===== src/rtl/program_loader.sv =====
// program_loader: writes a framed byte stream into instruction memory.
// Frame: length L (16-bit LE word count), L little-endian 16-bit words, XOR checksum byte.
// Holds the CPU in reset while a load is in progress.
// Ports:
//   clk, rst_n          clock, async active-low reset
//   load_start          one-cycle load request (honoured in IDLE/ERROR)
//   load_abort          return to IDLE from any state, flags untouched
//   byte_valid/_data    stream byte in; byte_ready accepts it
//   imem_write_enable   one-cycle write strobe with imem_address/imem_write_data
//   cpu_hold            CPU reset hold while loading
//   load_done           one-cycle success pulse
//   load_error          sticky error flag, cleared by load_start
module program_loader #(
  parameter int unsigned INST_W   = 16,
  parameter int unsigned I_ADDR_W = 12,
  parameter int unsigned BYTE_W   = 8
) (
  input  logic                clk,
  input  logic                rst_n,
  input  logic                load_start,
  input  logic                load_abort,
  input  logic                byte_valid,
  input  logic [BYTE_W-1:0]   byte_data,
  output logic                byte_ready,
  output logic                imem_write_enable,
  output logic [I_ADDR_W-1:0] imem_address,
  output logic [INST_W-1:0]   imem_write_data,
  output logic                cpu_hold,
  output logic                load_done,
  output logic                load_error
);

  localparam int unsigned LEN_W = 2 * BYTE_W;
  localparam int unsigned REM_W = I_ADDR_W + 1;
  localparam logic [31:0] MAX_LEN = 32'd1 << I_ADDR_W;

  typedef enum logic [3:0] {
    S_IDLE, S_LEN_LO, S_LEN_HI, S_DATA_LO, S_DATA_HI,
    S_WRITE, S_CHECK, S_DONE, S_ERROR
  } state_t;

  state_t              r_state;
  logic [BYTE_W-1:0]   r_len_lo;
  logic [BYTE_W-1:0]   r_data_lo;
  logic [BYTE_W-1:0]   r_chk;
  logic [REM_W-1:0]    r_remaining;
  logic [I_ADDR_W-1:0] r_addr;
  logic [INST_W-1:0]   r_wdata;
  logic                r_error;

  logic                w_xfer;
  logic [LEN_W-1:0]    w_len;
  logic                w_len_bad;

  // Status outputs are decoded straight from the state register.
  assign byte_ready = (r_state == S_LEN_LO)  || (r_state == S_LEN_HI) ||
                      (r_state == S_DATA_LO) || (r_state == S_DATA_HI) ||
                      (r_state == S_CHECK);
  assign imem_write_enable = (r_state == S_WRITE);
  assign load_done         = (r_state == S_DONE);
  assign cpu_hold          = (r_state != S_IDLE) && (r_state != S_DONE);
  assign load_error        = r_error;
  assign imem_address      = r_addr;
  assign imem_write_data   = r_wdata;

  assign w_xfer    = byte_valid && byte_ready;
  assign w_len     = {byte_data, r_len_lo};
  assign w_len_bad = (w_len == '0) || (32'(w_len) > MAX_LEN);

  // Loader FSM with its counters and holding registers.
  always_ff @(posedge clk or negedge rst_n) begin
    if (!rst_n) begin
      r_state     <= S_IDLE;
      r_len_lo    <= '0;
      r_data_lo   <= '0;
      r_chk       <= '0;
      r_remaining <= '0;
      r_addr      <= '0;
      r_wdata     <= '0;
      r_error     <= 1'b0;
    end else if (load_abort) begin
      r_state <= S_IDLE;
      // The write strobe of this cycle still lands, so keep the counters consistent.
      if (r_state == S_WRITE) begin
        r_addr      <= r_addr + I_ADDR_W'(1);
        r_remaining <= r_remaining - REM_W'(1);
      end
    end else begin
      case (r_state)
        S_IDLE, S_ERROR: begin
          if (load_start) begin
            r_state <= S_LEN_LO;
            r_addr  <= '0;
            r_chk   <= '0;
            r_error <= 1'b0;
          end
        end
        S_LEN_LO: begin
          if (w_xfer) begin
            r_len_lo <= byte_data;
            r_chk    <= r_chk ^ byte_data;
            r_state  <= S_LEN_HI;
          end
        end
        S_LEN_HI: begin
          if (w_xfer) begin
            r_chk <= r_chk ^ byte_data;
            if (w_len_bad) begin
              r_state <= S_ERROR;
              r_error <= 1'b1;
            end else begin
              r_remaining <= REM_W'(w_len);
              r_state     <= S_DATA_LO;
            end
          end
        end
        S_DATA_LO: begin
          if (w_xfer) begin
            r_data_lo <= byte_data;
            r_chk     <= r_chk ^ byte_data;
            r_state   <= S_DATA_HI;
          end
        end
        S_DATA_HI: begin
          if (w_xfer) begin
            r_wdata <= {byte_data, r_data_lo};
            r_chk   <= r_chk ^ byte_data;
            r_state <= S_WRITE;
          end
        end
        S_WRITE: begin
          r_addr      <= r_addr + I_ADDR_W'(1);
          r_remaining <= r_remaining - REM_W'(1);
          r_state     <= (r_remaining == REM_W'(1)) ? S_CHECK : S_DATA_LO;
        end
        S_CHECK: begin
          if (w_xfer) begin
            if (byte_data == r_chk) begin
              r_state <= S_DONE;
            end else begin
              r_state <= S_ERROR;
              r_error <= 1'b1;
            end
          end
        end
        S_DONE:  r_state <= S_IDLE;
        default: r_state <= S_IDLE;
      endcase
    end
  end

endmodule


===== config.mk =====
export PLATFORM = sky130hd
export DESIGN_NAME = program_loader
export DESIGN_NICKNAME = d
export VERILOG_FILES = /design/src/rtl/program_loader.sv
export SDC_FILE = /design/constraint.sdc
export NUM_CORES = 1
export LEC_CHECK = 0
export ABC_AREA = 1
export CORE_ASPECT_RATIO = 2
export CORE_MARGIN = 2
export CORE_UTILIZATION = 58
export CTS_BUF_LIST = sky130_fd_sc_hd__clkbuf_8
export DETAILED_ROUTE_END_ITERATION = 8
export GPL_TIMING_DRIVEN = 0
export MAX_ROUTING_LAYER = met4
export PLACE_DENSITY_LB_ADDON = 0.3
export SETUP_SLACK_MARGIN = 0.4
export SYNTH_ARGS = -nofsm -noshare
export SYNTH_HDL_FRONTEND = slang
export SYNTH_SLANG_ARGS = --single-unit
export TNS_END_PERCENT = 100

===== constraint.sdc =====
create_clock -name clk -period 2.2 [get_ports clk]
set_input_delay 0.66 -clock clk [delete_from_list [all_inputs] [get_ports clk]]
set_output_delay 0.66 -clock clk [all_outputs]
set_load 0.02 [all_outputs]

==> flow_summary.yaml <==
floorplanning:
  fp.dieH_microns: 121
  ios: 46
  dieArea_sq_um: 7570
  die_w_microns: 62.5
  row_count: 42
  core_sq_um: 6620
  start_util_pct: 60.0
power:
  power.leakage_nw: 2.83
  power_density_nw_per_um2: 979
  peakVddDrop_v: 0.000715
timing:
  finalClockSkew_ps: 10.8
  maxSlewViolCount: 0
  finalSetupViolations: 0
  period_minus_slack_ps: 2050
  final_hold_viol_count: 0
  whs_ps: 398
  rsz0062_at_grt: "true"
  max_freq_ghz: 0.487
  min_period_over_period_pct: 93.4
  maxSlewHeadroom_pct: 40.1
  worst_slew_pin_slew_ps: 899
worst_hold_path:
  min_path_type: "input pin to asynchronous set/reset pin"
layout:
  area_growth_pct: 39.9
  multiInputGateArea_sq_um: 2230
  ff_latch_area_sq_um: 1760
  fill_cells: 377
  layout-drive-gt1-share_pct: 30.5
  antenna_cells: 0
  stdcell_area_sq_um: 5560
  nets: 634
setup_path:
  reg2reg_setup_slack_ps: 170
  startpoint: "r_state[3]$_DFFE_PN0P_"
  start_kind: "register"
  critical-path-top-delay-family: "flip-flops"
  critical_path.max_fanout: 3
  rr_endpoint: "r_chk[0]$_DFFE_PN0P_"
  worstSetupEndpointType: "output port"
  path_common_cell: "buf_6"
  endpoint: "byte_ready"
  path_depth: 5
  critPathArrivalTime_ps: 1390
  reg2regPathDepth: 12
  critical_path_class: "register to output port"
  required_ps: 1540
  path_buf_inv: 2
  crit_path_top_delay_cell: "dfrtp_2"
  rr_startpoint: "r_state[1]$_DFFE_PN0P_"
  max_stage_delay_ps: 440
  path_cells: "buf_6 > nor2_4 > nand2_2 > nand3_4 > buf_6"
clocking:
  numCtsBuffers: 9
  clock-root-buffer: "clkbuf_8"
  htree_num_levels: 3
  cts.clk_slew.worst_paths_ps: 70
  hold_buffers: 0
  tritoncts: "done"
  clock_latency_ps: 370
  clk_path_buf_depth: 2
  cts_sinks: 70
logic_synthesis:
  synthCells: 516
  synth_area_per_cell_sq_um: 7.70
  yosysTopAreaCellShare_pct: 44.1
  synth_area_sq_um: 3970
  yosysSeqAreaShare_pct: 44.1
  ys.warnings.count: 0
  synth_area_leaders: "dfrtp_1, nand2_1, nand3_1, inv_1, o21ai_0"
  synth_area_leader_cell: "dfrtp_1"
  synth.top_cells.by_count: "nand2_1, dfrtp_1, inv_1"
  async_reset_ff_share_pct: 100
  yosysMostFrequentCell: "nand2_1"
  synth_nets: 532
  synth_cell_types: 38
  synth_ff_type: "dfrtp_1"
  synth_seq_cells: 70
  synth-edff-count: 0
global_routing:
  grt_max_degree: 71
  grt_pass1_wl_microns: 18600
  grt_overflow_total: 0
  grt_usage_pct: 32.9
  grt_pass1_vias: 4104
  antenna_found_initial: 0
routing:
  via_count: 4338
  ant_nets: 0
  dr.pass1.iters: 7
  vias_per_cell: 6.10
  drc_errors: 0
  drt_iter0_markers: 367
  wl_per_cell_microns: 19.4
  drt_wl_total_microns: 13800
placement:
  placed_area_sq_um: 4540
  dp_hpwl_microns: 7410
  portBuffers: 45
  place_congestion: 0.893
run_status:
  status: "finished, final reports clean"
run:
  cap_violations: 0
## through the flow
stage	total power [W]	util (%)	instances	TNS [ps]	worst slack [ps]
after floorplan	0.00309	-	516	0	436
after global placement	0.00353	68.6	649	-136370	-1890
after detailed placement	0.00360	68.5	649	-5510	-411
after CTS	0.00496	77.7	693	0	133
after global routing	0.00565	83.9	711	0	102
final	0.00544	83.9	711	0	146
## area by class of cell
type                    count  area share, %
plain buffers              13           2.43
clock buffers              11           2.72
clock inverters             5           1.06
inverters                  59           4.16
multi-input cells         374           40.1
flip-flops and latches     70           31.7
well taps                  88           1.98
repair buffers             91           15.8
## placed cells by master, fill, tap and decap left out, types with 14 or more instances in the layout
cell type,count
nand2_1,121
dfrtp_1,63
inv_1,46
nand2_2,39
nor2_1,34
nand3_1,31
buf_6,29
dlygate4sd2_1,27
buf_4,24
o21ai_0,22
o21a_1,19
o21ai_1,14
## routing by layer
metal  vias up  part of all wire (%)  GRT usage (%)  routed length (microns)
met4         0                   7.1           26.7                      982
met3       112                   7.1           7.33                      984
met2       296                    54           56.7                     7420
met5         -                     0              -                        0
met1      2056                    32           30.8                     4390
li1       1874                     -              -                        -
## state kept, by name, indices dropped and copies added (netlist names)
name / flops
r_remaining: 13
r_chk: 8
imem_write_data: 16
imem_address: 12
r_len_lo: 8
r_data_lo: 8
load_error: 1
r_state: 4
## what timing repair did
item                       in CTS  in global routing
cloned                          3                  4
resized for setup             119                112
setup endpoints to repair      67                 79
buffers inserted               25                 14
pin swaps                      19                 20
## where the power goes
group / internal [W] / leakage [nW] / switching, W
clock: 0.000585 / 0.107 / 0.000521
sequential: 0.00164 / 0.916 / 0.000379
combinational: 0.000919 / 1.81 / 0.00140
total: 0.00314 / 2.83 / 0.00230
## worst register-to-register path, cell delays in order, from the launching register on
cell and delay (ps):
dfrtp_1 430, buf_6 150, nor2_4 140, nand2_1 250
inv_2 160, nand2_1 60, nand2_1 140, inv_1 100
nand2_1 110, inv_2 60, buf_4 140, nand4_1 100
o21ai_1 80
## worst min path at each step
| stage | to | slack, ps |
|---|---|---|
| 6_report | imem_address[9]$_DFFE_PN0P_ | 400 |
| 5_1_grt | imem_address[9]$_DFFE_PN0P_ | 480 |
| 4_1_cts | r_chk[2]$_DFFE_PN0P_ | 440 |
| 3_5_place_dp | r_remaining[1]$_DFFE_PN0P_ | 470 |
| 3_3_place_gp | load_error$_DFFE_PN0P_ | 460 |
| 2_1_floorplan | imem_address[0]$_DFFE_PN0P_ | 360 |
## cells by family (layout without fill, tap and decap cells)
logic type               count (synthesis)  after routing  synth area share [%]
AND/OR/NAND/NOR                        286            286                  33.1
AO/OA/AOI/OAI                           75             75                  11.5
buffers and inverters                   72            179                  8.15
flip-flops                              70             70                  44.1
XOR/XNOR                                10             10                  2.20
adder cells (fa/ha/maj)                  3              3                 0.945
Power figures use the tool's default switching activity.
